### config.mk
export PLATFORM = sky130hd
export DESIGN_NAME = alu_op_sequencer
export DESIGN_NICKNAME = d
export VERILOG_FILES = /design/src/rtl/alu_seq_pkg.sv /design/src/rtl/alu_seq_lat_ctr.sv /design/src/rtl/alu_op_sequencer.sv
export SDC_FILE = /design/constraint.sdc
export NUM_CORES = 1
export LEC_CHECK = 0
export ABC_CLOCK_PERIOD_IN_PS = 3900
export BUFFER_PORTS_ARGS = -buffer_cell sky130_fd_sc_hd__clkbuf_2
export CAP_MARGIN = 10
export CELL_PAD_IN_SITES_DETAIL_PLACEMENT = 0
export CELL_PAD_IN_SITES_GLOBAL_PLACEMENT = 1
export CORE_UTILIZATION = 39
export CTS_CLUSTER_DIAMETER = 50
export CTS_CLUSTER_SIZE = 10
export DETAILED_ROUTE_END_ITERATION = 12
export GPL_ROUTABILITY_DRIVEN = 0
export GPL_TIMING_DRIVEN = 0
export PLACE_DENSITY = 0.91
export SLEW_MARGIN = 20
export SYNTH_ARGS = -nofsm -noshare
export SYNTH_HDL_FRONTEND = slang
export SYNTH_SLANG_ARGS = --single-unit
### constraint.sdc
create_clock -name clk -period 3.9 [get_ports clk]
set_input_delay 0.585 -clock clk [delete_from_list [all_inputs] [get_ports clk]]
set_output_delay 0.585 -clock clk [all_outputs]
set_load 0.005 [all_outputs]
### src/rtl/alu_seq_pkg.sv
// Purpose: shared opcodes, FSM state type and latency helpers for the ALU op sequencer.
// Latency: n/a (declarations only).
// Backpressure: n/a.
package alu_seq_pkg;

   localparam logic [3:0] OP_ADD = 4'b0010;
   localparam logic [3:0] OP_SUB = 4'b0011;
   localparam logic [3:0] OP_MUL = 4'b0100;
   localparam logic [3:0] OP_DIV = 4'b0101;
   localparam logic [3:0] OP_MOD = 4'b0110;

   // Datapath "ground" channel; driven whenever no operation is executing.
   localparam logic [3:0] OP_NONE = 4'b0000;

   // Width of the settle counter; covers latencies up to 255 cycles.
   localparam int CNT_W = 8;

   typedef enum logic [1:0] {
      IDLE = 2'd0,
      EXEC = 2'd1,
      RESP = 2'd2
   } state_t;

   function automatic logic is_legal_op(input logic [3:0] op);
      return (op == OP_ADD) || (op == OP_SUB) || (op == OP_MUL) ||
             (op == OP_DIV) || (op == OP_MOD);
   endfunction

   // Settle cycles for a legal opcode; callers pass the instance latencies.
   function automatic logic [CNT_W-1:0] op_latency(input logic [3:0] op,
                                                   input int add_lat,
                                                   input int mul_lat,
                                                   input int div_lat);
      logic [CNT_W-1:0] lat;
      case (op)
         OP_ADD, OP_SUB: lat = CNT_W'(add_lat);
         OP_MUL:         lat = CNT_W'(mul_lat);
         OP_DIV, OP_MOD: lat = CNT_W'(div_lat);
         default:        lat = CNT_W'(1);
      endcase
      return lat;
   endfunction

endpackage

### src/rtl/alu_seq_lat_ctr.sv
// Purpose: loadable down-counter timing the datapath settle window.
// Latency: load takes effect on the next edge; done is combinational from the count.
// Backpressure: none; counts whenever count is high and the value is non-zero.
module alu_seq_lat_ctr
   import alu_seq_pkg::*;
#(
   parameter int W = CNT_W
) (
   input  logic         clk,
   input  logic         rst_n,
   input  logic         load,
   input  logic [W-1:0] load_val,
   input  logic         count,
   output logic         done,
   output logic [W-1:0] cnt
);

   // Load has priority; otherwise decrement and park at zero.
   always_ff @(posedge clk or negedge rst_n) begin
      if (!rst_n) begin
         cnt <= '0;
      end else if (load) begin
         cnt <= load_val;
      end else if (count && (cnt != '0)) begin
         cnt <= cnt - 1'b1;
      end
   end

   // The last settle cycle is the one where the count reads 1.
   assign done = (cnt == W'(1));

endmodule

### src/rtl/alu_op_sequencer.sv
// Purpose: one-at-a-time controller in front of the combinational ALU; holds inputs, captures OUT/ERR.
// Latency: rsp_valid rises LAT edges after accept (same edge for illegal ops); accepts spaced >= LAT+2.
// Backpressure: req_ready low while busy; result held until rsp_ready. Optional ALU_SEQ_ACC_CHAIN_EN adds req_chain.
module alu_op_sequencer
   import alu_seq_pkg::*;
#(
   parameter int DATA_W  = 16,
   parameter int RES_W   = 32,
   parameter int ADD_LAT = 1,
   parameter int MUL_LAT = 4,
   parameter int DIV_LAT = 8
) (
   input  logic              clk,
   input  logic              rst_n,
   input  logic              req_valid,
   output logic              req_ready,
   input  logic [DATA_W-1:0] req_in1,
   input  logic [DATA_W-1:0] req_in2,
   input  logic [3:0]        req_op,
`ifdef ALU_SEQ_ACC_CHAIN_EN
   input  logic              req_chain,
`endif
   output logic [DATA_W-1:0] dp_in1,
   output logic [DATA_W-1:0] dp_in2,
   output logic [3:0]        dp_op,
   input  logic [RES_W-1:0]  dp_out,
   input  logic [1:0]        dp_err,
   output logic              rsp_valid,
   input  logic              rsp_ready,
   output logic [RES_W-1:0]  rsp_result,
   output logic [1:0]        rsp_err,
   output logic              rsp_illegal,
   output logic              busy,
   output logic [1:0]        sticky_err,
   input  logic              clr_sticky
);

   state_t            state;
   logic [DATA_W-1:0] in1_q;
   logic [DATA_W-1:0] in2_q;
   logic [3:0]        op_q;
   logic              accept;
   logic              legal;
   logic              ctr_done;
   logic [CNT_W-1:0]  ctr_val;
   logic              capture;
   logic [DATA_W-1:0] in1_sel;

   assign accept  = (state == IDLE) && req_valid;
   assign legal   = is_legal_op(req_op);
   assign capture = (state == EXEC) && ctr_done;

`ifdef ALU_SEQ_ACC_CHAIN_EN
   logic [DATA_W-1:0] last_res;

   assign in1_sel = req_chain ? last_res : req_in1;

   // Last legal result for accumulator chaining; illegal ops never touch it.
   always_ff @(posedge clk or negedge rst_n) begin
      if (!rst_n) begin
         last_res <= '0;
      end else if (capture) begin
         last_res <= dp_out[DATA_W-1:0];
      end
   end
`else
   assign in1_sel = req_in1;
`endif

   alu_seq_lat_ctr #(
      .W(CNT_W)
   ) u_lat_ctr (
      .clk      (clk),
      .rst_n    (rst_n),
      .load     (accept && legal),
      .load_val (op_latency(req_op, ADD_LAT, MUL_LAT, DIV_LAT)),
      .count    (state == EXEC),
      .done     (ctr_done),
      .cnt      (ctr_val)
   );

   // FSM with operand latch and result capture registers.
   always_ff @(posedge clk or negedge rst_n) begin
      if (!rst_n) begin
         state       <= IDLE;
         in1_q       <= '0;
         in2_q       <= '0;
         op_q        <= OP_NONE;
         rsp_result  <= '0;
         rsp_err     <= 2'b00;
         rsp_illegal <= 1'b0;
      end else begin
         case (state)
            IDLE: begin
               if (req_valid) begin
                  if (legal) begin
                     in1_q <= in1_sel;
                     in2_q <= req_in2;
                     op_q  <= req_op;
                     state <= EXEC;
                  end else begin
                     // Datapath is left untouched; answer immediately.
                     rsp_result  <= '0;
                     rsp_err     <= 2'b00;
                     rsp_illegal <= 1'b1;
                     state       <= RESP;
                  end
               end
            end
            EXEC: begin
               if (ctr_done) begin
                  rsp_result  <= dp_out;
                  rsp_err     <= dp_err;
                  rsp_illegal <= 1'b0;
                  state       <= RESP;
               end
            end
            RESP: begin
               if (rsp_ready) begin
                  state <= IDLE;
               end
            end
            default: state <= IDLE;
         endcase
      end
   end

   // Sticky error accumulation; a capture on the clear edge keeps its own bits.
   always_ff @(posedge clk or negedge rst_n) begin
      if (!rst_n) begin
         sticky_err <= 2'b00;
      end else if (capture) begin
         sticky_err <= (clr_sticky ? 2'b00 : sticky_err) | dp_err;
      end else if (clr_sticky) begin
         sticky_err <= 2'b00;
      end
   end

   // Operands keep their last value outside EXEC to avoid toggling the datapath.
   assign dp_in1    = in1_q;
   assign dp_in2    = in2_q;
   assign dp_op     = (state == EXEC) ? op_q : OP_NONE;
   assign req_ready = (state == IDLE);
   assign rsp_valid = (state == RESP);
   assign busy      = (state != IDLE);

endmodule
==> metrics.cfg, run 1 <==
[status]
status = complete, no violations

[global_route]
grt_pass1_wl_mm = 11.5
grt.total_usage_pct = 16.5
grt_max_degree = 53
grt_pass1_vias = 2370
grt-ovfl-total = 0
antenna_found_initial = 0

[worst_setup_path]
crit_fanout = 9
cp.arrival_ns = 1.44
worstSetupPathType = reg2out
end_kind = output pin
worstPathRequired_ns = 3.31
cp-start-kind = flip-flop

[logic_synthesis]
yosys.area_share.simple_pct = 8.31
ys_seq_area_share_pct = 60.8
synth_area_leaders = dfrtp_1 (61%), a22o_1 (8.7%), mux2_1 (5.9%)
synth_top_family_by_area = multiplexers
synth_nets = 314
async_reset_ff_share_pct = 100
synth_edf_count = 0
synth.most_common_cell = dfrtp_1
synth_ff_type = dfrtp_1
synth_top_cells_by_count = dfrtp_1 (83), a22o_1 (34), mux2_1 (18)
synth_adder_area_share_pct = 0.732
synth_mux_area_share_pct = 12.7
netlist_instances = 237
yosys.area.top_type = dfrtp_1
post_synth.cell_area_avg_um2 = 14.4
synth_xor_area_share_pct = 0.512
synth_area_um2 = 3420
synth_compound_area_share_pct = 12.6
ys_ff_latch = 83
synthDistinctLibCells = 39
yosysTopAreaCellShare_pct = 60.8
yosysWarnings = 0

[power]
finalPower_uw = 3180
ir_drop_mv = 0.305
p_per_area_nw_per_um2 = 697
power.leakage_uw = 0.00238

[final_layout]
num_antenna_cells = 0
fin_nets = 476
syn_to_final_growth_pct = 33.3
drive_gt1_share_pct = 51.0
fin_cells = 509
fillers = 749

[clocking]
cts.hold.buffers_added = 0
cts_tree = done
root_buffer = clkbuf_8
clock_latency_ns = 0.35
cts_buffers = 9
ctsResizeCount = 0
clk_pin_slew_worst_paths_ns = 0.09
clock_sinks = 83
post-cts-setup-buffers = 0
cts_max_level = 3
clock_path_buffers = 2

[timing]
hold_ws_ns = 0.195
rsz0062_at_grt = no
setup_viol = 0
max-slew-margin-rel_pct = 69.5
fin_crit_sh_pct = 52.0
setup_tns_ns = 0
worst_pin_slew_ns = 0.458
period_minus_slack_ns = 2.03
hold_violations = 0
setup_ws_ns = 1.87
slew_viol_final = 0
fmax_mhz = 493
clock_skew_ns = 0.0129

[floorplanning]
die_h_um = 95.6
die_w_um = 95.6
fp-row-count = 33
fp.coreArea_um2 = 8340
die_area_um2 = 9140
start_util_pct = 41.0
io_pins = 151

[placement]
hpwl_mm = 5.40
placed_cells = 493
io_buffers = 150
dp_slack_ns = 1.73

[route]
totalWireLength_mm = 7.20
dr.first_iter.drc_count = 87
post_drt_wl_per_cell_um = 14.2
first_pass_iters = 4
vias = 2509
drc_errors = 0
antenna_left = 0
vias_per_cell = 4.93

[worst_hold_path]
hp-class = in2async

[flow_run]
cap_violations = 0

==> sequential cells by signal, summed over array words and instances (netlist names) <==
register       count
dp_in1            16
u_lat_ctr.cnt      8
dp_in2            16
rsp_err            2
sticky_err         2
rsp_illegal        1
state              2
rsp_result        32
op_q               4
==> worst paths after layout <==
| check | cells after the start | to | from | slack [ns] |
|---|---|---|---|---|
| setup / recovery | 4 | dp_op[0] | state[0] | 1.87 |
| hold / removal | 1 | dp_in2[0] | rst_n | 0.19 |
| setup reg to reg | 5 | dp_in2[5] | state[0] | 1.96 |
| hold reg to reg | 1 | op_q[2] | op_q[2] | 0.48 |
| max in group asynchronous | 2 | u_lat_ctr.cnt[7] | rst_n | 3.10 |
| min in group clk | 2 | state[1] | rsp_ready | 0.40 |
==> report_power, final <==
group          internal [uW]  switching (uW)
combinational            593             474
sequential              1190             215
clock                    371             331
total                   2160            1020
==> final cells by class <==
cell class	count	area [um2]	area share, %
Multi-Input combinational cell	133	1190	26.2
Tap cell	105	131	2.88
Buffer	13	119	2.61
Clock buffer	9	124	2.72
Inverter	8	30.0	0.659
Timing Repair Buffer	151	781	17.1
Clock inverter	7	104	2.28
Sequential cell	83	2080	45.6
==> cells in the final DEF (no fill, tap or decap), types with 2 or more instances in the layout <==
cell	synthesis	layout
buf_4	3	3
o21ai_0	4	4
a21oi_1	3	3
nor2_1	12	12
and4_1	2	2
clkbuf_8	0	9
buf_6	5	5
mux2i_1	4	4
buf_2	4	4
nand2_1	4	4
mux2_2	17	17
bufinv_16	0	2
and2_1	4	4
xnor2_1	2	2
dfrtp_1	83	83
a211oi_1	3	3
clkbuf_2	0	149
mux2_1	18	18
nand3_1	2	2
inv_6	0	4
inv_1	8	8
a22o_1	34	34
nor2b_1	3	3
nor4_4	2	2
ha_1	2	2
==> routing by layer <==
| metal | part of all wire (%) | global-route usage, % |
|---|---|---|
| met1 | 45 | 22.2 |
| met5 | 0 | 0 |
| met4 | 1.0 | 6.72 |
| met3 | 7.8 | 4.86 |
| met2 | 46 | 25.1 |
==> critical path: stages (launching register included) <==
cell      delay, ns
dfrtp_1        0.48
nor2b_1        0.15
buf_2          0.20
and2_1         0.16
clkbuf_2       0.11
==> per-stage QoR <==
| step | utilization, % | cell area [um2] |
|---|---|---|
| 2_1_floorplan | - | 3420 |
| 3_3_place_gp | 51.6 | 4300 |
| 3_5_place_dp | 51.9 | 4330 |
| 4_1_cts | 54.7 | 4560 |
| 5_1_grt | 54.7 | 4560 |
| 6_report | 54.7 | 4560 |
==> cells by family after synthesis <==
kind of cell	count (synthesis)
XOR/XNOR	2
AND/OR/NAND/NOR	39
multiplexers	39
AO/OA/AOI/OAI	51
buffers and inverters	21
adder cells (fa/ha/maj)	2
flip-flops	83
Note: power is estimated with default switching activity, not from simulation.
==> inputs of run 2 (changes only) <==
--- a/config.mk
+++ b/config.mk
@@ -5,18 +5,18 @@
 export SDC_FILE = /design/constraint.sdc
 export NUM_CORES = 1
 export LEC_CHECK = 0
-export ABC_CLOCK_PERIOD_IN_PS = 3900
+export ABC_CLOCK_PERIOD_IN_PS = 2000
 export BUFFER_PORTS_ARGS = -buffer_cell sky130_fd_sc_hd__clkbuf_2
 export CAP_MARGIN = 10
 export CELL_PAD_IN_SITES_DETAIL_PLACEMENT = 0
 export CELL_PAD_IN_SITES_GLOBAL_PLACEMENT = 1
-export CORE_UTILIZATION = 39
+export CORE_UTILIZATION = 36
 export CTS_CLUSTER_DIAMETER = 50
 export CTS_CLUSTER_SIZE = 10
 export DETAILED_ROUTE_END_ITERATION = 12
 export GPL_ROUTABILITY_DRIVEN = 0
 export GPL_TIMING_DRIVEN = 0
-export PLACE_DENSITY = 0.91
+export PLACE_DENSITY = 0.85
 export SLEW_MARGIN = 20
 export SYNTH_ARGS = -nofsm -noshare
 export SYNTH_HDL_FRONTEND = slang
==> constraint.sdc (replaced) <==
create_clock -name clk -period 2 [get_ports clk]
set_input_delay 0.3 -clock clk [delete_from_list [all_inputs] [get_ports clk]]
set_output_delay 0.3 -clock clk [all_outputs]
set_load 0.005 [all_outputs]
==> run 2 against run 1 <==
Compared with the run above:
- critical path depth increased by 1
- via count up 0.84%
- die area grew 8.2%
- first-iteration DRC count is 37% higher
- combinational power up 99%
- flip-flop and latch count stayed put
- sequential share of layout area decreased by 0.35 points
- critical endpoint is now dp_in2[5]
- highest routed layer unchanged
==> metrics.cfg, run 2 (same netlist as run 1, synthesis figures left out) <==
[route]
antenna_left = 0  ; unchanged
vias_per_cell = 4.71  ; was 4.93
wl_met2_mm = 3.59  ; was 3.30 mm
vias = 2530  ; was 2509
first_pass_iters = 6  ; was 4
dr.first_iter.drc_count = 119  ; was 87
wl_met1_mm = 3.45  ; was 3.27 mm
totalWireLength_mm = 7.58  ; was 7.20 mm
drc_errors = 0  ; unchanged
met3_length_um = 453  ; was 564 um
post_drt_wl_per_cell_um = 14.1  ; was 14.2 um
maxUsedRoutingLayer = met4  ; unchanged

[worst_setup_path]
worstPathRequired_ns = 2.22  ; was 3.31 ns
cp-start-kind = flip-flop  ; unchanged
end_kind = flip-flop  ; was output pin
worstSetupStartpoint = state[1]  ; was state[0]
rr_worst_depth = 5  ; unchanged
crit_fanout = 10  ; was 9
cp.arrival_ns = 2.08  ; was 1.44 ns
worstSetupPathType = reg2reg  ; was reg2out
rr_startpoint = state[1]  ; was state[0]

[clocking]
cts_buffers = 9  ; unchanged
clock_path_buffers = 2  ; unchanged
clock_latency_ns = 0.35  ; about the same
cts_tree = done  ; unchanged
cts_max_level = 3  ; unchanged
root_buffer = clkbuf_8  ; unchanged
clock_sinks = 83  ; unchanged
clk_pin_slew_worst_paths_ns = 0.08  ; was 0.09 ns

[placement]
placed_cells = 517  ; was 493
io_buffers = 150  ; unchanged
hpwl_mm = 5.73  ; was 5.40 mm
dpl_cell_area_um2 = 4360  ; was 4330 um2

[worst_hold_path]
hp-class = in2reg  ; was in2async
hold_start = rsp_ready
min_path_cells = 2

[power]
p_per_area_nw_per_um2 = 1330  ; was 697 nW/um2
ir_drop_mv = 0.595  ; was 0.305 mV
power.leakage_uw = 0.00238  ; about the same

[global_route]
grt.total_usage_pct = 15.9  ; was 16.5%
antenna_found_initial = 0  ; unchanged
grt-ovfl-total = 0  ; unchanged
grt_pass1_wl_mm = 12.4  ; was 11.5 mm
grt_pass1_vias = 2547  ; was 2370
grt_max_degree = 48  ; was 53

[timing]
hold_violations = 0  ; unchanged
fin_crit_sh_pct = 92.8
clock_skew_ns = 0.0161  ; was 0.0129 ns
rsz0062_at_grt = no  ; unchanged
worst_pin_slew_ns = 0.534  ; was 0.458 ns
setup_viol = 0  ; unchanged
period_minus_slack_ns = 1.86
max-slew-margin-rel_pct = 64.4  ; was 69.5%
slew_viol_final = 0  ; unchanged
fmax_mhz = 539
hold_ws_ns = 0.125  ; was 0.195 ns

[final_layout]
mostFrequentLayoutCell = clkbuf_2  ; unchanged
fin_nets = 480  ; was 476
num_antenna_cells = 0  ; unchanged
regMostFlops = rsp_result  ; unchanged
fillers = 875  ; was 749
final_cell_mix = clkbuf_2 (149), dfrtp_1 (82), a22o_1 (34), mux2_1 (18), mux2_2 (17)  ; was clkbuf_2 (149), dfrtp_1 (83), a22o_1 (34), mux2_1 (18), mux2_2 (17)
fin_util_pct = 49.7  ; was 54.7%
drive_gt1_share_pct = 51.2  ; was 51.0%
fin_cells = 537  ; was 509
largest_reg_flops = 32  ; unchanged
final_area_um2 = 4600  ; was 4560 um2
syn_to_final_growth_pct = 34.4  ; was 33.3%

[floorplanning]
start_util_pct = 37.0  ; was 41.0%
die_h_um = 99.4  ; was 95.6 um
fp.coreArea_um2 = 9240  ; was 8340 um2
die_w_um = 99.4  ; was 95.6 um
io_pins = 151  ; unchanged
fp-row-count = 35  ; was 33
die_area_um2 = 9890  ; was 9140 um2

[flow_run]
cap_violations = 0  ; unchanged

[status]
status = complete, no violations  ; unchanged

run 2: timing repair:
action | CTS | global route
endpoints found under the setup margin | 0 | 2
resized for setup | 0 | 1
buffers inserted | 0 | 3
hold buffers | 1 | 0
hold endpoints to repair | 36 | 0
run 2: worst max-delay path, stage by stage (launching register included):
cell	delay [ns]
dfrtp_1	0.45
or3b_1	0.43
nor4_4	0.19
buf_6	0.18
buf_6	0.15
mux2_1	0.33
run 2: per-layer routing:
layer	vias up	GRT usage (%)
li1	1198	-
met1	1220	21.3
met2	102	25.6
met3	10	4.01
met4	0	5.09
met5	-	0
run 2: path summary, 6_finish.rpt:
kind	end	slack (ns)
min reg2reg	op_q[2]	0.48
max in group asynchronous	state[0]	0.87
min	state[1]	0.12
min in group asynchronous	dp_in2[8]	0.51
max reg2reg	dp_in2[5]	0.14
max	dp_in2[5]	0.14
run 2: power by group:
part           leakage (uW)  total [uW]  switching (uW)  internal [uW]
registers           0.00107        2750             421           2330
clock network     0.0000950        1220             628            593
logic               0.00122        2130             958           1170
run 2: through the flow:
stage | power, uW | setup WS [ns] | TNS (ns)
6_report | 6100 | 0.144 | 0
4_1_cts | 6190 | 0.0910 | 0
3_3_place_gp | 4830 | -0.185 | -14.98
2_1_floorplan | 3910 | 0.274 | 0
3_5_place_dp | 4930 | 0.104 | 0
5_1_grt | 6550 | 0.0502 | 0
run 2: cell type report:
cell class	instances	area [um2]	area share, %
Timing Repair Buffer	155	813	17.7
Buffer	13	119	2.59
Sequential cell	83	2080	45.2
Clock inverter	6	73.8	1.61
Clock buffer	10	128	2.78
Multi-Input combinational cell	133	1190	25.9
Tap cell	129	161	3.51
Inverter	8	30.0	0.653
